File: config.mk
export PLATFORM = sky130hd
export DESIGN_NAME = fpu_flags_collector_flat
export DESIGN_NICKNAME = d
export VERILOG_FILES = /design/src/rtl/fpu_flags_pkg.sv /design/src/rtl/fpu_flags_collector_if.sv /design/src/rtl/fpu_flags_fifo.sv /design/src/rtl/fpu_flags_collector.sv /design/src/flat_wrapper.sv
export SDC_FILE = /design/constraint.sdc
export NUM_CORES = 1
export LEC_CHECK = 0
export CAP_MARGIN = 20
export CELL_PAD_IN_SITES_DETAIL_PLACEMENT = 1
export CELL_PAD_IN_SITES_GLOBAL_PLACEMENT = 2
export CORE_ASPECT_RATIO = 0.9
export CORE_MARGIN = 4
export CORE_UTILIZATION = 30
export CTS_BUF_LIST = sky130_fd_sc_hd__clkbuf_4 sky130_fd_sc_hd__clkbuf_8 sky130_fd_sc_hd__clkbuf_16
export DETAILED_ROUTE_END_ITERATION = 10
export PLACE_DENSITY = 0.75
export REMOVE_ABC_BUFFERS = 1
export SLEW_MARGIN = 40
export SYNTH_ARGS = -nofsm -noshare
export SYNTH_HDL_FRONTEND = slang
export SYNTH_HIERARCHICAL = 1
export SYNTH_SLANG_ARGS = --single-unit
File: constraint.sdc
create_clock -name clk -period 4.1 [get_ports clk]
set_input_delay 0.615 -clock clk [delete_from_list [all_inputs] [get_ports clk]]
set_output_delay 0.615 -clock clk [all_outputs]
set_load 0.005 [all_outputs]
File: src/rtl/fpu_flags_pkg.sv
// fpu_flags_pkg: shared flag layout and buffer entry type for the FPU flags collector.
package fpu_flags_pkg;
  localparam int FFLAG_NV = 4;
  localparam int FFLAG_DZ = 3;
  localparam int FFLAG_OF = 2;
  localparam int FFLAG_UF = 1;
  localparam int FFLAG_NX = 0;
  localparam int ENTRY_TAG_W = 5;
  typedef struct packed {
    logic nv;
    logic dz;
    logic of;
    logic uf;
    logic nx;
  } fflags_t;
  typedef struct packed {
    logic [63:0] result;
    logic [ENTRY_TAG_W-1:0] tag;
    fflags_t flags;
  } entry_t;
endpackage

File: src/rtl/fpu_flags_collector_if.sv
// fpu_flags_collector_if: exception-stage input, writeback output and CSR access bundle.
interface fpu_flags_collector_if #(parameter int TAG_W = 5);
  logic in_valid;
  logic in_ready;
  logic [63:0] in_result;
  logic [TAG_W-1:0] in_tag;
  logic in_invalid;
  logic in_div_zero;
  logic in_overflow;
  logic in_underflow;
  logic in_inexact;
  logic out_valid;
  logic out_ready;
  logic [63:0] out_result;
  logic [TAG_W-1:0] out_tag;
  logic [4:0] out_flags;
  logic flush;
  logic csr_we;
  logic [4:0] csr_wdata;
  logic [4:0] fflags;
  modport master (
    output in_valid, in_result, in_tag, in_invalid, in_div_zero, in_overflow, in_underflow, in_inexact,
    output out_ready, flush, csr_we, csr_wdata,
    input in_ready, out_valid, out_result, out_tag, out_flags, fflags
  );
  modport slave (
    input in_valid, in_result, in_tag, in_invalid, in_div_zero, in_overflow, in_underflow, in_inexact,
    input out_ready, flush, csr_we, csr_wdata,
    output in_ready, out_valid, out_result, out_tag, out_flags, fflags
  );
endinterface

File: src/rtl/fpu_flags_fifo.sv
// fpu_flags_fifo: in-order circular buffer with push/pop and whole-buffer flush.
module fpu_flags_fifo #(
  parameter int DEPTH = 2,
  parameter type T = logic
) (
  input  logic clk,
  input  logic rst,
  input  logic push,
  input  logic pop,
  input  logic flush,
  input  T din,
  output T dout,
  output logic [$clog2(DEPTH):0] count,
  output logic full,
  output logic empty
);
  localparam int AW = $clog2(DEPTH);
  T mem [DEPTH];
  logic [AW-1:0] rd, wr;
  always_ff @(posedge clk)
    if (push && !flush) mem[wr] <= din;
  // flush discards everything left after a same-cycle pop, so rd simply snaps to wr
  always_ff @(posedge clk or posedge rst)
    if (rst) begin
      rd <= '0;
      wr <= '0;
      count <= '0;
    end else if (flush) begin
      rd <= wr;
      count <= '0;
    end else begin
      if (push) wr <= wr + AW'(1);
      if (pop) rd <= rd + AW'(1);
      count <= count + (AW+1)'(push) - (AW+1)'(pop);
    end
  assign full = count == (AW+1)'(DEPTH);
  assign empty = count == '0;
  assign dout = empty ? '0 : mem[rd];
endmodule

File: src/rtl/fpu_flags_collector.sv
// fpu_flags_collector: buffers FPU results for writeback and accrues IEEE flags on retire.
module fpu_flags_collector
  import fpu_flags_pkg::*;
#(
  parameter int DEPTH = 2,
  parameter int TAG_W = ENTRY_TAG_W
) (
  input logic clk,
  input logic rst,
  fpu_flags_collector_if.slave bus
);
  logic full, empty, in_fire, out_fire;
  logic [4:0] in_flags;
  logic [$clog2(DEPTH):0] count;
  entry_t din, head;
  always_comb begin
    in_flags = '0;
    in_flags[FFLAG_NV] = bus.in_invalid;
    in_flags[FFLAG_DZ] = bus.in_div_zero;
    in_flags[FFLAG_OF] = bus.in_overflow;
    in_flags[FFLAG_UF] = bus.in_underflow;
    in_flags[FFLAG_NX] = bus.in_inexact;
  end
  assign din = '{result: bus.in_result, tag: bus.in_tag, flags: fflags_t'(in_flags)};
  // in_ready depends only on registered count, never on out_ready
  assign bus.in_ready = !full;
  assign in_fire = bus.in_valid && !full;
  assign bus.out_valid = !empty;
  assign out_fire = !empty && bus.out_ready;
  assign bus.out_result = head.result;
  assign bus.out_tag = head.tag;
  assign bus.out_flags = head.flags;
  fpu_flags_fifo #(.DEPTH(DEPTH), .T(entry_t)) fifo (
    .clk(clk),
    .rst(rst),
    .push(in_fire),
    .pop(out_fire),
    .flush(bus.flush),
    .din(din),
    .dout(head),
    .count(count),
    .full(full),
    .empty(empty)
  );
  always_ff @(posedge clk or posedge rst)
    if (rst) bus.fflags <= '0;
    else bus.fflags <= (bus.csr_we ? bus.csr_wdata : bus.fflags) | (out_fire ? bus.out_flags : 5'b0);
endmodule

File: src/flat_wrapper.sv
// flat-port wrapper written by rule: the top's interface ports become plain ports
module fpu_flags_collector_flat import fpu_flags_pkg::*;
#(
  parameter int DEPTH = 2,
  parameter int TAG_W = ENTRY_TAG_W
)
  (clk, rst, bus_in_valid, bus_in_result, bus_in_tag, bus_in_invalid, bus_in_div_zero, bus_in_overflow, bus_in_underflow, bus_in_inexact, bus_out_ready, bus_flush, bus_csr_we, bus_csr_wdata, bus_in_ready, bus_out_valid, bus_out_result, bus_out_tag, bus_out_flags, bus_fflags);
  fpu_flags_collector_if #(.TAG_W(TAG_W)) bus_i ();
  input logic clk;
  input logic rst;
  input wire logic [$bits(bus_i.in_valid)-1:0] bus_in_valid;
  input wire logic [$bits(bus_i.in_result)-1:0] bus_in_result;
  input wire logic [$bits(bus_i.in_tag)-1:0] bus_in_tag;
  input wire logic [$bits(bus_i.in_invalid)-1:0] bus_in_invalid;
  input wire logic [$bits(bus_i.in_div_zero)-1:0] bus_in_div_zero;
  input wire logic [$bits(bus_i.in_overflow)-1:0] bus_in_overflow;
  input wire logic [$bits(bus_i.in_underflow)-1:0] bus_in_underflow;
  input wire logic [$bits(bus_i.in_inexact)-1:0] bus_in_inexact;
  input wire logic [$bits(bus_i.out_ready)-1:0] bus_out_ready;
  input wire logic [$bits(bus_i.flush)-1:0] bus_flush;
  input wire logic [$bits(bus_i.csr_we)-1:0] bus_csr_we;
  input wire logic [$bits(bus_i.csr_wdata)-1:0] bus_csr_wdata;
  output wire logic [$bits(bus_i.in_ready)-1:0] bus_in_ready;
  output wire logic [$bits(bus_i.out_valid)-1:0] bus_out_valid;
  output wire logic [$bits(bus_i.out_result)-1:0] bus_out_result;
  output wire logic [$bits(bus_i.out_tag)-1:0] bus_out_tag;
  output wire logic [$bits(bus_i.out_flags)-1:0] bus_out_flags;
  output wire logic [$bits(bus_i.fflags)-1:0] bus_fflags;
  assign bus_i.in_valid = bus_in_valid;
  assign bus_i.in_result = bus_in_result;
  assign bus_i.in_tag = bus_in_tag;
  assign bus_i.in_invalid = bus_in_invalid;
  assign bus_i.in_div_zero = bus_in_div_zero;
  assign bus_i.in_overflow = bus_in_overflow;
  assign bus_i.in_underflow = bus_in_underflow;
  assign bus_i.in_inexact = bus_in_inexact;
  assign bus_i.out_ready = bus_out_ready;
  assign bus_i.flush = bus_flush;
  assign bus_i.csr_we = bus_csr_we;
  assign bus_i.csr_wdata = bus_csr_wdata;
  assign bus_in_ready = bus_i.in_ready;
  assign bus_out_valid = bus_i.out_valid;
  assign bus_out_result = bus_i.out_result;
  assign bus_out_tag = bus_i.out_tag;
  assign bus_out_flags = bus_i.out_flags;
  assign bus_fflags = bus_i.fflags;
  fpu_flags_collector #(.DEPTH(DEPTH), .TAG_W(TAG_W)) u_core (.clk(clk), .rst(rst), .bus(bus_i));
endmodule
==> flow_metrics.tcl, run 1 <==
set metrics [dict create \
    p_leak_nw 3.01 \
    core_area_mm2 0.0200 \
    dieArea_mm2 0.0227 \
    crit_chain "buf_4, mux2i_1, nor2_1, clkdlybuf4s50_1" \
    drive_above_1_share_pct 7.22 \
    crit_family "buffers and inverters" \
    rsz0062_at_grt "no" \
    fin_ws_ps 879 \
    grt_max_degree 55 \
    post_cts_buffers 0 \
    skew_ps 6.34 \
    rows 49 \
    powerDensity_mw_per_mm2 610 \
    yosys_warnings 6 \
    crit_fanout 35 \
    netlist_instances 357 \
    hpwl_um 9400 \
    dr_total_vias 3481 \
    nFillCells 1996 \
    start_util_pct 30.6 \
    syn_area_mm2 0.00611 \
    die_w_um 158 \
    pre_cts_slack_ps 1240 \
    htree_levels 4 \
    detail-route-antenna-nets 0 \
    drc 0 \
    grt_overflow 0 \
    slew_headroom_pct 57.0 \
    hold_class "input port to asynchronous set/reset pin" \
    syn2layout_area_growth_pct 39.2 \
    numCtsBuffers 17 \
    finalCritPeriodShare_pct 78.6 \
    ctsHoldBuffers 0 \
    setup.worst_path.start_class "flip-flop" \
    hold_viol_final 0 \
    ios 166 \
    grt_pass1_wl_um 20800 \
    crit_path_end_kind "output port" \
    critical_path_required_ps 3480 \
    vdd_drop_max_mv 0.267 \
    routed_wl_um 13500 \
    finalSetupTns_ps 0 \
    die_y_um 143 \
    syn_avg_cell_area_um2 17.1 \
    grt_pass1_vias 3828 \
    diodes 0 \
    worstSetupPathType "flip-flop to output port" \
    viasPerCell 4.38 \
    clock_latency_ps 410 \
    drv_slew 0 \
    layout.nets 616 \
    worst_pin_slew_ps 643 \
    cts_tree "done" \
    arrival_ps 2610 \
    first_iter_violations 156 \
    dp_cells 765 \
    wire_per_inst_um 17.0 \
    slowest_delay_ps 830 \
    clockBufferDepth 2 \
    antenna_found_initial 1 \
    finalCriticalPeriod_ps 3220 \
    critPathSlowestCell "dfrtp_4" \
    instances_no_fill 795 \
    port_buffers 165 \
    clkTransAtPathRegs_ps 60 \
    cts_resized 0 \
    setup_violations 0 \
    grtUsageTotal_pct 12.1 \
    ys_ff_latch 157 \
    clock_sinks 157 \
    firstDrtPassIters 4 \
    fmax_mhz 310 \
    gp_congestion 0.724 \
    synthDistinctLibCells 20 \
    path_buf_inv 2 \
    outcome "finished, final reports clean" \
    seq_area_frac_synth_pct 76.4 \
    cts_root_buf "clkbuf_16" \
    maxCapViolations 0 \
]
==> path summary, 6_finish.rpt <==
kind / cells after the start / end / start / slack (ps)
max in group asynchronous: 2 / u_core/bus.fflags[4]$_DFF_PP0_ / rst / 3480
max reg2reg: 8 / u_core/fifo/count[1]$_DFF_PP0_ / u_core/fifo/count[1]$_DFF_PP0_ / 1710
min in group clk: 1 / u_core/fifo/wr$_DFFE_PP0P_ / u_core/fifo/wr$_DFFE_PP0P_ / 600
min reg2reg: 1 / u_core/fifo/wr$_DFFE_PP0P_ / u_core/fifo/wr$_DFFE_PP0P_ / 600
min: 2 / u_core/fifo/wr$_DFFE_PP0P_ / rst / 420
max: 4 / bus_out_result[16] / u_core/fifo/rd$_DFFE_PP0P_ / 880
==> stage by stage <==
step           total power [mW]  hold slack [ps]  util (%)  cell area (um2)
3_5_place_dp               3.87              593      39.9             7980
3_3_place_gp               3.83              558      39.9             7980
4_1_cts                    5.30              403      42.6             8510
5_1_grt                    5.51              413      42.6             8510
6_report                   5.19              421      42.6             8510
2_1_floorplan              2.97              381         -             5920
==> report_power, final <==
group / leakage, nW / switching [mW] / internal [mW]
clock network: 0.248 / 0.580 / 0.826
registers: 1.47 / 0.148 / 2.00
logic: 1.29 / 0.725 / 0.914
==> layer usage <==
metal	vias up	part of all wire (%)	track usage, %
met5	-	0.059	0
met4	2	0.80	3.23
met2	113	49	19.6
met1	1710	44	15.3
met3	11	6.6	4.64
li1	1645	-	-
==> cells in the final DEF (no fill, tap or decap), types with 3 or more instances in the layout <==
cell and instances:
a221o_1 5, clkdlybuf4s50_1 165, dfrtp_1 8, clkinv_2 3, nor2b_1 9, inv_1 7
buf_4 6, nor2_4 3, clkbuf_16 17, clkinvlp_4 5, mux2i_1 74, edfxtp_1 148
nor2_1 75
==> cells in the mapped netlist (all sizes together) <==
master / count / area [um2]
edfxtp: 148 / 4440
nor2: 78 / 295
mux2i: 74 / 741
buf: 16 / 184
dfrtp: 9 / 225
nor2b: 9 / 56.3
inv: 7 / 26.3
a221o: 5 / 50.1
clkbuf: 3 / 12.5
ha: 2 / 25.0
xnor2: 2 / 17.5
nand2: 1 / 3.75
nand2b: 1 / 6.26
o21ai: 1 / 5.00
xnor3: 1 / 22.5
==> final cells by class <==
type,instances,area [um2],area share (%)
clock inverter,12,98.8,1.16
clock buffer,18,433,5.09
inverter,7,26.3,0.309
timing repair buffer,172,1720,20.2
sequential,157,4670,54.9
tap,255,319,3.75
multi-input combinational,174,1240,14.6
==> logic make-up after synthesis <==
kind of cell             share of synthesized area (%)
AND/OR/NAND/NOR                                   5.91
buffers and inverters                             3.64
multiplexers                                      12.1
flip-flops                                        76.4
XOR/XNOR                                         0.655
adder cells (fa/ha/maj)                          0.409
AO/OA/AOI/OAI                                    0.900
==> sequential cells by signal, indices dropped and copies added (netlist names) <==
register,count
u_core/fifo/count,2
u_core/fifo/mem,148
u_core/bus.fflags,5
u_core/fifo/wr,1
u_core/fifo/rd,1
(Power assumes the default switching activity.)
==> run 2, diff against run 1 <==
Settings changed: CORE_UTILIZATION 30 to 34, PLACE_DENSITY 0.75 to 0.8.
Clock period 4.1 ns to 3.1 ns, I/O delays scaled along.
==> flow_metrics.tcl, run 2 (synthesis results as in run 1) <==
set metrics [dict create \
    outcome "finished, final reports clean" \
    cts_tree "done" \
    port_buffers 165 \
    crit_path_end_kind "output port" \
    regArea_mm2 0.00467 \
    fin_ws_ps 352 \
    ctsHoldBuffers 0 \
    hold_viol_final 0 \
    core_area_mm2 0.0177 \
    grtUsageTotal_pct 13.8 \
    crit_fanout 22 \
    htree_levels 4 \
    place_area_mm2 0.00798 \
    dieArea_mm2 0.0202 \
    drc 0 \
    grt_pass1_wl_um 21300 \
    clockBufferDepth 2 \
    drive_above_1_share_pct 7.92 \
    regMostFlops "u_core/fifo/mem" \
    grt_max_degree 77 \
    instances_no_fill 783 \
    detail-route-antenna-nets 0 \
    dr_total_vias 3480 \
    viasPerCell 4.44 \
    vdd_drop_max_mv 0.376 \
    setup_violations 0 \
    hpwl_um 9160 \
    drv_slew 0 \
    gp_congestion 0.713 \
    syn2layout_area_growth_pct 40.7 \
    antenna_found_initial 1 \
    postLayoutCellArea_mm2 0.00860 \
    routed_wl_um 13600 \
    dp_cells 751 \
    nFillCells 1746 \
    clkTransAtPathRegs_ps 60 \
    grt_overflow 0 \
    ios 166 \
    powerDensity_mw_per_mm2 836 \
    finalCritPeriodShare_pct 88.6 \
    mostFrequentLayoutCells "clkdlybuf4s50_1, edfxtp_1, nor2_1" \
    grt_pass1_vias 3960 \
    die_w_um 149 \
    worstSetupPathType "flip-flop to output port" \
    layout.nets 617 \
    fmax_mhz 364 \
    finalPower_mw 7.20 \
    pre_cts_slack_ps 773 \
    finalCriticalPeriod_ps 2750 \
    cts_resized 0 \
    clock_latency_ps 410 \
    p_leak_nw 3.08 \
    post_cts_buffers 0 \
    diodes 0 \
    timing.hold.ws_ps 278 \
    slew_headroom_pct 63.8 \
    firstDrtPassIters 4 \
    critical_path_required_ps 2630 \
    largest_register_ffs 148 \
    wire_per_inst_um 17.3 \
    rows 46 \
    multi_input_area_mm2 0.00124 \
    start_util_pct 34.6 \
    die_y_um 135 \
    cts_root_buf "clkbuf_16" \
    arrival_ps 2280 \
    final_common_cell "clkdlybuf4s50_1" \
    maxCapViolations 0 \
    numCtsBuffers 17 \
    worst_pin_slew_ps 543 \
    setup.worst_path.start_class "flip-flop" \
    skew_ps 4.04 \
    rsz0062_at_grt "no" \
    clock_sinks 157 \
    first_iter_violations 155 \
    top_regs "u_core/fifo/mem (148), u_core/bus.fflags (5), u_core/fifo/count (2)" \
    hold_class "input port to asynchronous set/reset pin" \
]
==> run 2: worst max-delay path, cell delays in order (launching register included) <==
cell and delay, ps:
dfrtp_4 600, buf_4 410, mux2i_1 130, nor2_1 170, clkdlybuf4s50_1 530
==> run 2: area by class of cell <==
cell class,count,area share [%]
Clock inverter,15,2.33
Clock buffer,17,4.94
Tap cell,240,3.49
Multi-Input combinational cell,174,14.4
Inverter,7,0.305
Sequential cell,157,54.3
Timing Repair Buffer,173,20.2
==> run 2: path summary, 6_finish.rpt <==
path	cells after the start	from	to	slack, ps
min in group clk	1	u_core/fifo/wr$_DFFE_PP0P_	u_core/fifo/wr$_DFFE_PP0P_	600
worst min-delay path	2	rst	u_core/fifo/count[1]$_DFF_PP0_	280
worst min register to register	1	u_core/fifo/wr$_DFFE_PP0P_	u_core/fifo/wr$_DFFE_PP0P_	600
max in group asynchronous	2	rst	u_core/bus.fflags[1]$_DFF_PP0_	2640
worst max register to register	9	u_core/fifo/count[1]$_DFF_PP0_	u_core/fifo/count[1]$_DFF_PP0_	1100
worst max-delay path	4	u_core/fifo/rd$_DFFE_PP0P_	bus_out_result[48]	350
==> run 2: per-layer routing <==
metal / up-vias / part of all wire, % / global-route usage (%)
li1: 1653 / - / -
met1: 1696 / 42 / 17.0
met2: 110 / 51 / 23.1
met3: 19 / 5.7 / 4.38
met4: 2 / 1.5 / 4.78
met5: - / 0.096 / 0
==> run 2: stage by stage <==
stage / util (%) / TNS (ps)
4_1_cts: 48.7 / 0
2_1_floorplan: - / -209180
5_1_grt: 48.7 / 0
3_3_place_gp: 45.2 / 0
6_report: 48.7 / 0
3_5_place_dp: 45.2 / 0
==> run 2: where the power goes <==
part	leakage [nW]	switching [mW]	total, mW	internal (mW)
Sequential	1.47	0.134	2.77	2.64
Combinational	1.30	1.02	2.25	1.23
Clock	0.308	0.872	2.17	1.30
Total	3.08	2.03	7.20	5.17
==> run 3, diff against run 2 <==
Settings changed: MAX_ROUTING_LAYER set to met4.
==> flow_metrics.tcl, run 3 (synthesis results as in run 1) <==
set metrics [dict create \
    port_buffers 165 \
    drc 0 \
    place_area_mm2 0.00798 \
    nFillCells 1747 \
    setup.worst_path.start_class "flip-flop" \
    numCtsBuffers 17 \
    finalCritPeriodShare_pct 88.4 \
    htree_levels 4 \
    firstDrtPassIters 4 \
    mostFrequentLayoutCells "clkdlybuf4s50_1, edfxtp_1, nor2_1" \
    hpwl_um 9160 \
    dr_total_vias 3480 \
    grt_pass1_wl_um 21300 \
    grtUsageTotal_pct 14.3 \
    critical_path_required_ps 2630 \
    vdd_drop_max_mv 0.380 \
    largest_register_ffs 148 \
    slowest_delay_ps 600 \
    postLayoutCellArea_mm2 0.00861 \
    fin_util_pct 48.7 \
    final_common_cell "clkdlybuf4s50_1" \
    rsz0062_at_grt "no" \
    maxCapViolations 0 \
    clock_latency_ps 420 \
    gp_congestion 0.721 \
    p_leak_nw 3.08 \
    ctsHoldBuffers 0 \
    first_iter_violations 113 \
    hold_class "input port to asynchronous set/reset pin" \
    grt_max_degree 77 \
    reg2reg_depth 9 \
    crit_path_end_kind "output port" \
    detail-route-antenna-nets 0 \
    outcome "finished, final reports clean" \
    core_area_mm2 0.0177 \
    rrSetupSlack_ps 1100 \
    critPathSlowestCell "dfrtp_4" \
    fmax_mhz 365 \
    slew_headroom_pct 63.5 \
    syn2layout_area_growth_pct 40.8 \
    top_regs "u_core/fifo/mem (148), u_core/bus.fflags (5), u_core/fifo/count (2)" \
    crit_chain "buf_4, mux2i_1, nor2_1, clkdlybuf4s50_1" \
    clockBufferDepth 2 \
    routed_wl_um 13600 \
    ios 166 \
    post_cts_buffers 0 \
    clock_sinks 157 \
    layout.nets 617 \
    viasPerCell 4.44 \
    antenna_found_initial 1 \
    dieArea_mm2 0.0202 \
    drive_above_1_share_pct 7.92 \
    clkTransAtPathRegs_ps 60 \
    wire_per_inst_um 17.3 \
    rows 46 \
    hold_viol_final 0 \
    setup_violations 0 \
    finalCriticalPeriod_ps 2740 \
    arrival_ps 2270 \
    skew_ps 7.41 \
    finalSetupTns_ps 0 \
    grt_pass1_vias 3961 \
    die_w_um 149 \
    start_util_pct 34.6 \
    timing.hold.ws_ps 275 \
    worstSetupPathType "flip-flop to output port" \
    drv_slew 0 \
    cts_resized 0 \
    r2r_start "u_core/fifo/count[1]$_DFF_PP0_" \
    grt_overflow 0 \
    worst_pin_slew_ps 547 \
    r2r-end "u_core/fifo/count[1]$_DFF_PP0_" \
    crit_fanout 22 \
    die_y_um 135 \
    cts_root_buf "clkbuf_16" \
    cts_tree "done" \
    regMostFlops "u_core/fifo/mem" \
    powerDensity_mw_per_mm2 837 \
]
==> run 3: how the worst max path moves through the flow <==
stage,cells past startpoint,end,startpoint
after floorplan,4,u_core/fifo/mem[0][0]$_DFFE_PP_,u_core/fifo/count[1]$_DFF_PP0_
after global placement,4,bus_out_result[60],u_core/fifo/rd$_DFFE_PP0P_
after detailed placement,4,bus_out_result[10],u_core/fifo/rd$_DFFE_PP0P_
after CTS,4,bus_out_result[60],u_core/fifo/rd$_DFFE_PP0P_
after global routing,4,bus_out_result[48],u_core/fifo/rd$_DFFE_PP0P_
final,4,bus_out_result[48],u_core/fifo/rd$_DFFE_PP0P_
==> run 3: worst max-delay path, delay by kind of cell, from the launching register on <==
kind                   cells  cell delay, ps
AND/OR/NAND/NOR            1             170
buffers and inverters      2             940
multiplexers               1             130
flip-flops                 1             600
==> run 3: per-layer routing <==
layer	up-vias	routed length (um)	track usage (%)
met5	-	0	-
met4	0	184	4.17
met3	16	664	4.68
met2	103	6870	23.1
met1	1703	5860	17.2
li1	1658	-	-
==> run 3: report_power, final <==
part,switching (mW),internal (mW),total (mW)
clock,0.877,1.30,2.18
sequential,0.133,2.64,2.77
combinational,1.03,1.23,2.25
total,2.04,5.17,7.20
==> run 3: through the flow <==
stage	setup WS [ps]	cells	total power, mW
after global placement	780	751	5.08
after CTS	299	783	7.34
after floorplan	-1290	338	3.93
after global routing	194	784	7.61
after detailed placement	773	751	5.13
final	361	784	7.20
==> run 3: cell type report <==
cell class | instances | area, um2 | share of cell area, %
repair buffers | 173 | 1740 | 20.2
clock buffers | 17 | 425 | 4.94
multi-input cells | 174 | 1240 | 14.4
inverters | 7 | 26.3 | 0.305
diodes | 1 | 2.50 | 0.0291
well taps | 240 | 300 | 3.49
clock inverters | 15 | 200 | 2.33
flip-flops and latches | 157 | 4670 | 54.3
